### src/rtl/dmem_sramlike_bridge.sv
// dmem_sramlike_bridge: turns the MIPS M-stage single-cycle data port into a
// split-transaction sram-like bus (req/addr_ok/data_ok), one access in flight,
// stalling the M stage until the access has completed.
// Optional build macro: DMEM_KSEG_MAP_EN (kseg0/kseg1 -> physical address map).
module dmem_sramlike_bridge #(
  parameter int ADDR_W    = 32,
  parameter int LAT_CNT_W = 8
) (
  input  logic                 clk,
  input  logic                 rst,
  input  logic                 mem_en_i,
  input  logic [3:0]           mem_wen_i,
  input  logic [1:0]           mem_size_i,
  input  logic [ADDR_W-1:0]    mem_addr_i,
  input  logic [31:0]          mem_wdata_i,
  output logic [31:0]          mem_rdata_o,
  output logic                 mem_stall_o,
  input  logic                 cpu_stall_i,
  input  logic                 flush_i,
  output logic                 data_req,
  output logic                 data_wr,
  output logic [1:0]           data_size,
  output logic [ADDR_W-1:0]    data_addr,
  output logic [31:0]          data_wdata,
  input  logic                 data_addr_ok,
  input  logic [31:0]          data_rdata,
  input  logic                 data_data_ok,
  output logic [LAT_CNT_W-1:0] last_lat_o
);

  typedef enum logic [1:0] {IDLE, REQ, WAIT, DONE} state_e;

  state_e                state_q, state_d;
  logic                  wr_q, wr_d;
  logic [1:0]            size_q, size_d;
  logic [ADDR_W-1:0]     addr_q, addr_d;
  logic [31:0]           wdata_q, wdata_d;
  logic [31:0]           rdata_q, rdata_d;
  logic                  kill_q, kill_d;
  logic [LAT_CNT_W-1:0]  lat_q, lat_d;
  logic [LAT_CNT_W-1:0]  last_lat_q, last_lat_d;

  logic                  go;
  logic                  kill;
  logic [LAT_CNT_W-1:0]  lat_inc;

  assign go      = mem_en_i & ~flush_i;
  // A flush seen at any point while on the bus cancels the result delivery.
  assign kill    = kill_q | flush_i;
  assign lat_inc = (&lat_q) ? lat_q : lat_q + 1'b1;

  // Next-state, bus request and stall decode.
  always_comb begin
    state_d     = state_q;
    wr_d        = wr_q;
    size_d      = size_q;
    addr_d      = addr_q;
    wdata_d     = wdata_q;
    rdata_d     = rdata_q;
    kill_d      = kill_q;
    lat_d       = lat_q;
    last_lat_d  = last_lat_q;
    data_req    = 1'b0;
    mem_stall_o = 1'b0;
    case (state_q)
      IDLE: begin
        if (go) begin
          wr_d        = |mem_wen_i;
          size_d      = mem_size_i;
          addr_d      = mem_addr_i;
          wdata_d     = mem_wdata_i;
          kill_d      = 1'b0;
          lat_d       = '0;
          mem_stall_o = 1'b1;
          state_d     = REQ;
        end
      end
      REQ: begin
        // Request stays up even when flushed: sram-like reqs cannot be withdrawn.
        data_req    = 1'b1;
        mem_stall_o = 1'b1;
        lat_d       = lat_inc;
        kill_d      = kill;
        if (data_addr_ok) begin
          if (data_data_ok) begin
            last_lat_d = lat_q;
            if (!kill && !wr_q) rdata_d = data_rdata;
            state_d = kill ? IDLE : DONE;
          end else begin
            state_d = WAIT;
          end
        end
      end
      WAIT: begin
        mem_stall_o = ~data_data_ok;
        lat_d       = lat_inc;
        kill_d      = kill;
        if (data_data_ok) begin
          last_lat_d = lat_q;
          if (!kill && !wr_q) rdata_d = data_rdata;
          state_d = kill ? IDLE : DONE;
        end
      end
      DONE: begin
        // Hold here while the core is frozen so the same instruction is not re-issued.
        if (!cpu_stall_i) state_d = IDLE;
      end
      default: state_d = IDLE;
    endcase
  end

  // State and latched transaction registers.
  always_ff @(posedge clk or posedge rst) begin
    if (rst) begin
      state_q    <= IDLE;
      wr_q       <= 1'b0;
      size_q     <= 2'd0;
      addr_q     <= '0;
      wdata_q    <= '0;
      rdata_q    <= '0;
      kill_q     <= 1'b0;
      lat_q      <= '0;
      last_lat_q <= '0;
    end else begin
      state_q    <= state_d;
      wr_q       <= wr_d;
      size_q     <= size_d;
      addr_q     <= addr_d;
      wdata_q    <= wdata_d;
      rdata_q    <= rdata_d;
      kill_q     <= kill_d;
      lat_q      <= lat_d;
      last_lat_q <= last_lat_d;
    end
  end

  assign data_wr     = wr_q;
  assign data_size   = size_q;
  assign data_wdata  = wdata_q;
  assign mem_rdata_o = rdata_q;
  assign last_lat_o  = last_lat_q;

`ifdef DMEM_KSEG_MAP_EN
  // kseg0/kseg1 (top bits 2'b10) fold onto the low 512 MB of physical space.
  assign data_addr = (addr_q[ADDR_W-1 -: 2] == 2'b10) ? {3'b000, addr_q[ADDR_W-4:0]} : addr_q;
`else
  assign data_addr = addr_q;
`endif

endmodule

### config.mk
export PLATFORM = sky130hd
export DESIGN_NAME = dmem_sramlike_bridge
export DESIGN_NICKNAME = d
export VERILOG_FILES = /design/src/rtl/dmem_sramlike_bridge.sv
export SDC_FILE = /design/constraint.sdc
export NUM_CORES = 1
export LEC_CHECK = 0
export ABC_CLOCK_PERIOD_IN_PS = 3600
export CAP_MARGIN = 20
export CORE_MARGIN = 5
export CORE_UTILIZATION = 24
export DETAILED_ROUTE_END_ITERATION = 10
export PLACE_DENSITY = 0.53
export SLEW_MARGIN = 40
export SYNTH_ARGS = -nofsm -noshare
export SYNTH_HDL_FRONTEND = slang
export SYNTH_SLANG_ARGS = --single-unit
### constraint.sdc
create_clock -name clk -period 3.6 [get_ports clk]
set_input_delay 0.72 -clock clk [delete_from_list [all_inputs] [get_ports clk]]
set_output_delay 0.72 -clock clk [all_outputs]
set_load 0.05 [all_outputs]
==> qor.txt <==
Sequential fraction of the synthesis area = 59.9%
Total Power = 8.93 mW
Hold slack = 0.501 ns
Post-synth cell types = 38
Root Driver = clkbuf_16
Mapped Cells = 317
# hold bufs at CTS = 0
DIE AREA = 0.0235 mm²
CTS buffer count = 17
Worst r2r src = state_q[1]$_DFFE_PP0P_
Drt wl/cell = 15.8 µm
Routability cong. = 0.727
Max Clock Freq = 351 MHz
Max-slew violations = 0
Nets = 662
Placed insts = 795
GRT overflow = 0
Setup crit end kind = primary output
Total track usage = 11.4%
Final Non-Filler Cells = 827
Mapped Area = 0.00493 mm²
Worst Setup Start Kind = flip-flop
Worst-Skew Late Latency = 0.41 ns
Hold Crit Depth = 1
Fin crit share = 79.2%
Crit-path max FO = 6
CTS max path bufs = 2
H-tree depth = 4
Power Density = 1110 mW/mm²
Final Hold Viols = 0
Vias = 3400
Reg2Reg Capture Point = mem_rdata_o[4]$_DFFE_PP0P_
PortBufs = 217
Max_cap viols = 0
Setup Buffers After CTS = 0
Drt total wl = 13.1 mm
Filler Cell Count = 1886
Worst reg-to-reg path cell count = 6
Hold_sp = data_addr[19]$_DFFE_PP0P_
Layout cell share with drive strength beyond 1 = 26.8%
DRT iter0 DRCs = 120
CP Class = reg2out
Status = completed
Hold Path End = data_addr[19]$_DFFE_PP0P_
Synth top area cells = dfrtp_1, mux2_2, mux2_4
TritonCTS clock tree = yes
First-pass GRT wire length = 21.0 mm
Die Y = 153 µm
TNS Setup = 0 ns
Diode count = 0
Post-synthesis cell type with the largest combined area = dfrtp_1
Slew at the pin with the worst max-slew slack = 0.801 ns
Synthesized Nets = 435
Initial Util = 24.4%
Clock slew at reported path FFs = 0.06 ns
Die width = 153 µm
Initial antenna violation count = 0
Slew HR = 46.6%
Commonest cells after routing, fill and taps aside = clkdlybuf4s50_1, dfrtp_1, mux2_2
RSZ-0062 raised after global routing = false
Final ANT Viol Nets = 0
Commonest non-fill, non-tap cell in the layout = clkdlybuf4s50_1
DR DRC count = 0
Pin count of the biggest net entering global routing = 119
Min-Delay Path Class = reg2reg
Synth Warn # = 0
Clock Sinks = 118
Worst VDD drop = 0.479 mV
Register-to-Register Setup Slack = 1.12 ns
Drt via density = 4.11
Core area = 0.0202 mm²
Area Growth Syn to Fin = 63.8%
IO Count = 218
Vias in the first global route = 3778
Tmin final = 2.85 ns
Req. time, crit path = 2.88 ns
Share of the synthesized area in the top cell type = 59.9%
Leak Pwr = 3.52 nW
Site Rows = 52
Clock skew = 0.00554 ns
Post-synthesis area per instance = 15.5 µm²
# resized after CTS = 0
DP HPWL = 9.46 mm
Crit path arrival time = 2.13 ns
Yosys reg bits = 118
Pre-Repair DR Iteration Count = 4
Final setup viols = 0
[routing by layer]
metal	vias up	share of wire (%)	track usage, %	routed length, µm
li1	1584	-	-	-
met3	8	12	7.38	1560
met4	0	0.80	2.93	105
met1	1668	38	12.3	4990
met2	140	49	18.5	6450
met5	-	0	0	0
[kinds of logic (layout without fill, tap and decap cells)]
| family | after synthesis | after routing | synth area share, % |
|---|---|---|---|
| DFF | 118 | 118 | 59.9 |
| muxes | 111 | 111 | 27.7 |
| buffers and inverters | 18 | 258 | 2.54 |
| and+or+nand+nor | 38 | 38 | 4.32 |
| AOI/OAI and AO/OA | 23 | 23 | 3.28 |
| adders and majority gates | 9 | 9 | 2.29 |
[report_power, final]
part	internal, mW	switching (mW)	total [mW]
sequential	1.94	0.356	2.29
combinational	1.81	2.88	4.69
clock	1.34	0.610	1.95
total	5.08	3.85	8.93
[critical path, cell delays in order (launching register included)]
cell	delay [ns]
dfrtp_1	0.45
inv_1	0.15
ha_1	0.28
clkdlybuf4s50_1	0.85
[final cells by class]
class	instances	area (µm²)	area share [%]
tap	270	338	4.19
multi-input combinational	181	1850	23.0
inverter	6	26.3	0.326
clock buffer	20	457	5.66
timing repair buffer	220	2220	27.5
sequential	118	2950	36.6
clock inverter	12	224	2.78
[metrics by stage]
stage	util, %	area (µm²)	setup slack (ns)
3_5_place_dp	36.5	7380	0.840
5_1_grt	39.9	8070	0.641
6_report	39.9	8070	0.750
2_1_floorplan	-	4930	0.693
4_1_cts	39.9	8060	0.720
3_3_place_gp	36.5	7380	0.871
[sequential cells by signal (all words and copies together), names as in the netlist]
| register | flops |
|---|---|
| kill_q | 1 |
| mem_rdata_o | 32 |
| data_addr | 32 |
| last_lat_o | 8 |
| data_wr | 1 |
| data_size | 2 |
| data_wdata | 32 |
| state_q | 2 |
| lat_q | 8 |
[synthesized netlist by cell type (all sizes together)]
cell / number
nor3: 3
a21boi: 2
buf: 6
nand2: 7
nor4b: 2
and4: 1
mux2i: 3
or4: 1
nand2b: 3
and3: 2
o21ai: 5
dfrtp: 118
nor2b: 1
nand4: 1
or2: 1
a32o: 2
a221o: 1
nand3b: 1
a21o: 2
a211oi: 2
or2b: 1
nor2: 8
mux2: 108
nor4: 1
a21oi: 5
a211o: 3
o311ai: 1
nand3: 5
inv: 6
clkbuf: 6
ha: 9
[how the worst max path moves through the flow]
stage | start | end | slack [ns] | depth (start not counted)
2_1_floorplan | state_q[0]$_DFFE_PP0P_ | mem_stall_o | 0.69 | 6
3_3_place_gp | data_addr_ok | mem_rdata_o[1]$_DFFE_PP0P_ | 0.87 | 5
3_5_place_dp | flush_i | lat_q[3]$_DFFE_PP0P_ | 0.84 | 6
4_1_cts | state_q[1]$_DFFE_PP0P_ | data_req | 0.72 | 3
5_1_grt | state_q[1]$_DFFE_PP0P_ | data_req | 0.64 | 3
6_report | state_q[1]$_DFFE_PP0P_ | data_req | 0.75 | 3
Power figures use the tool's default switching activity.
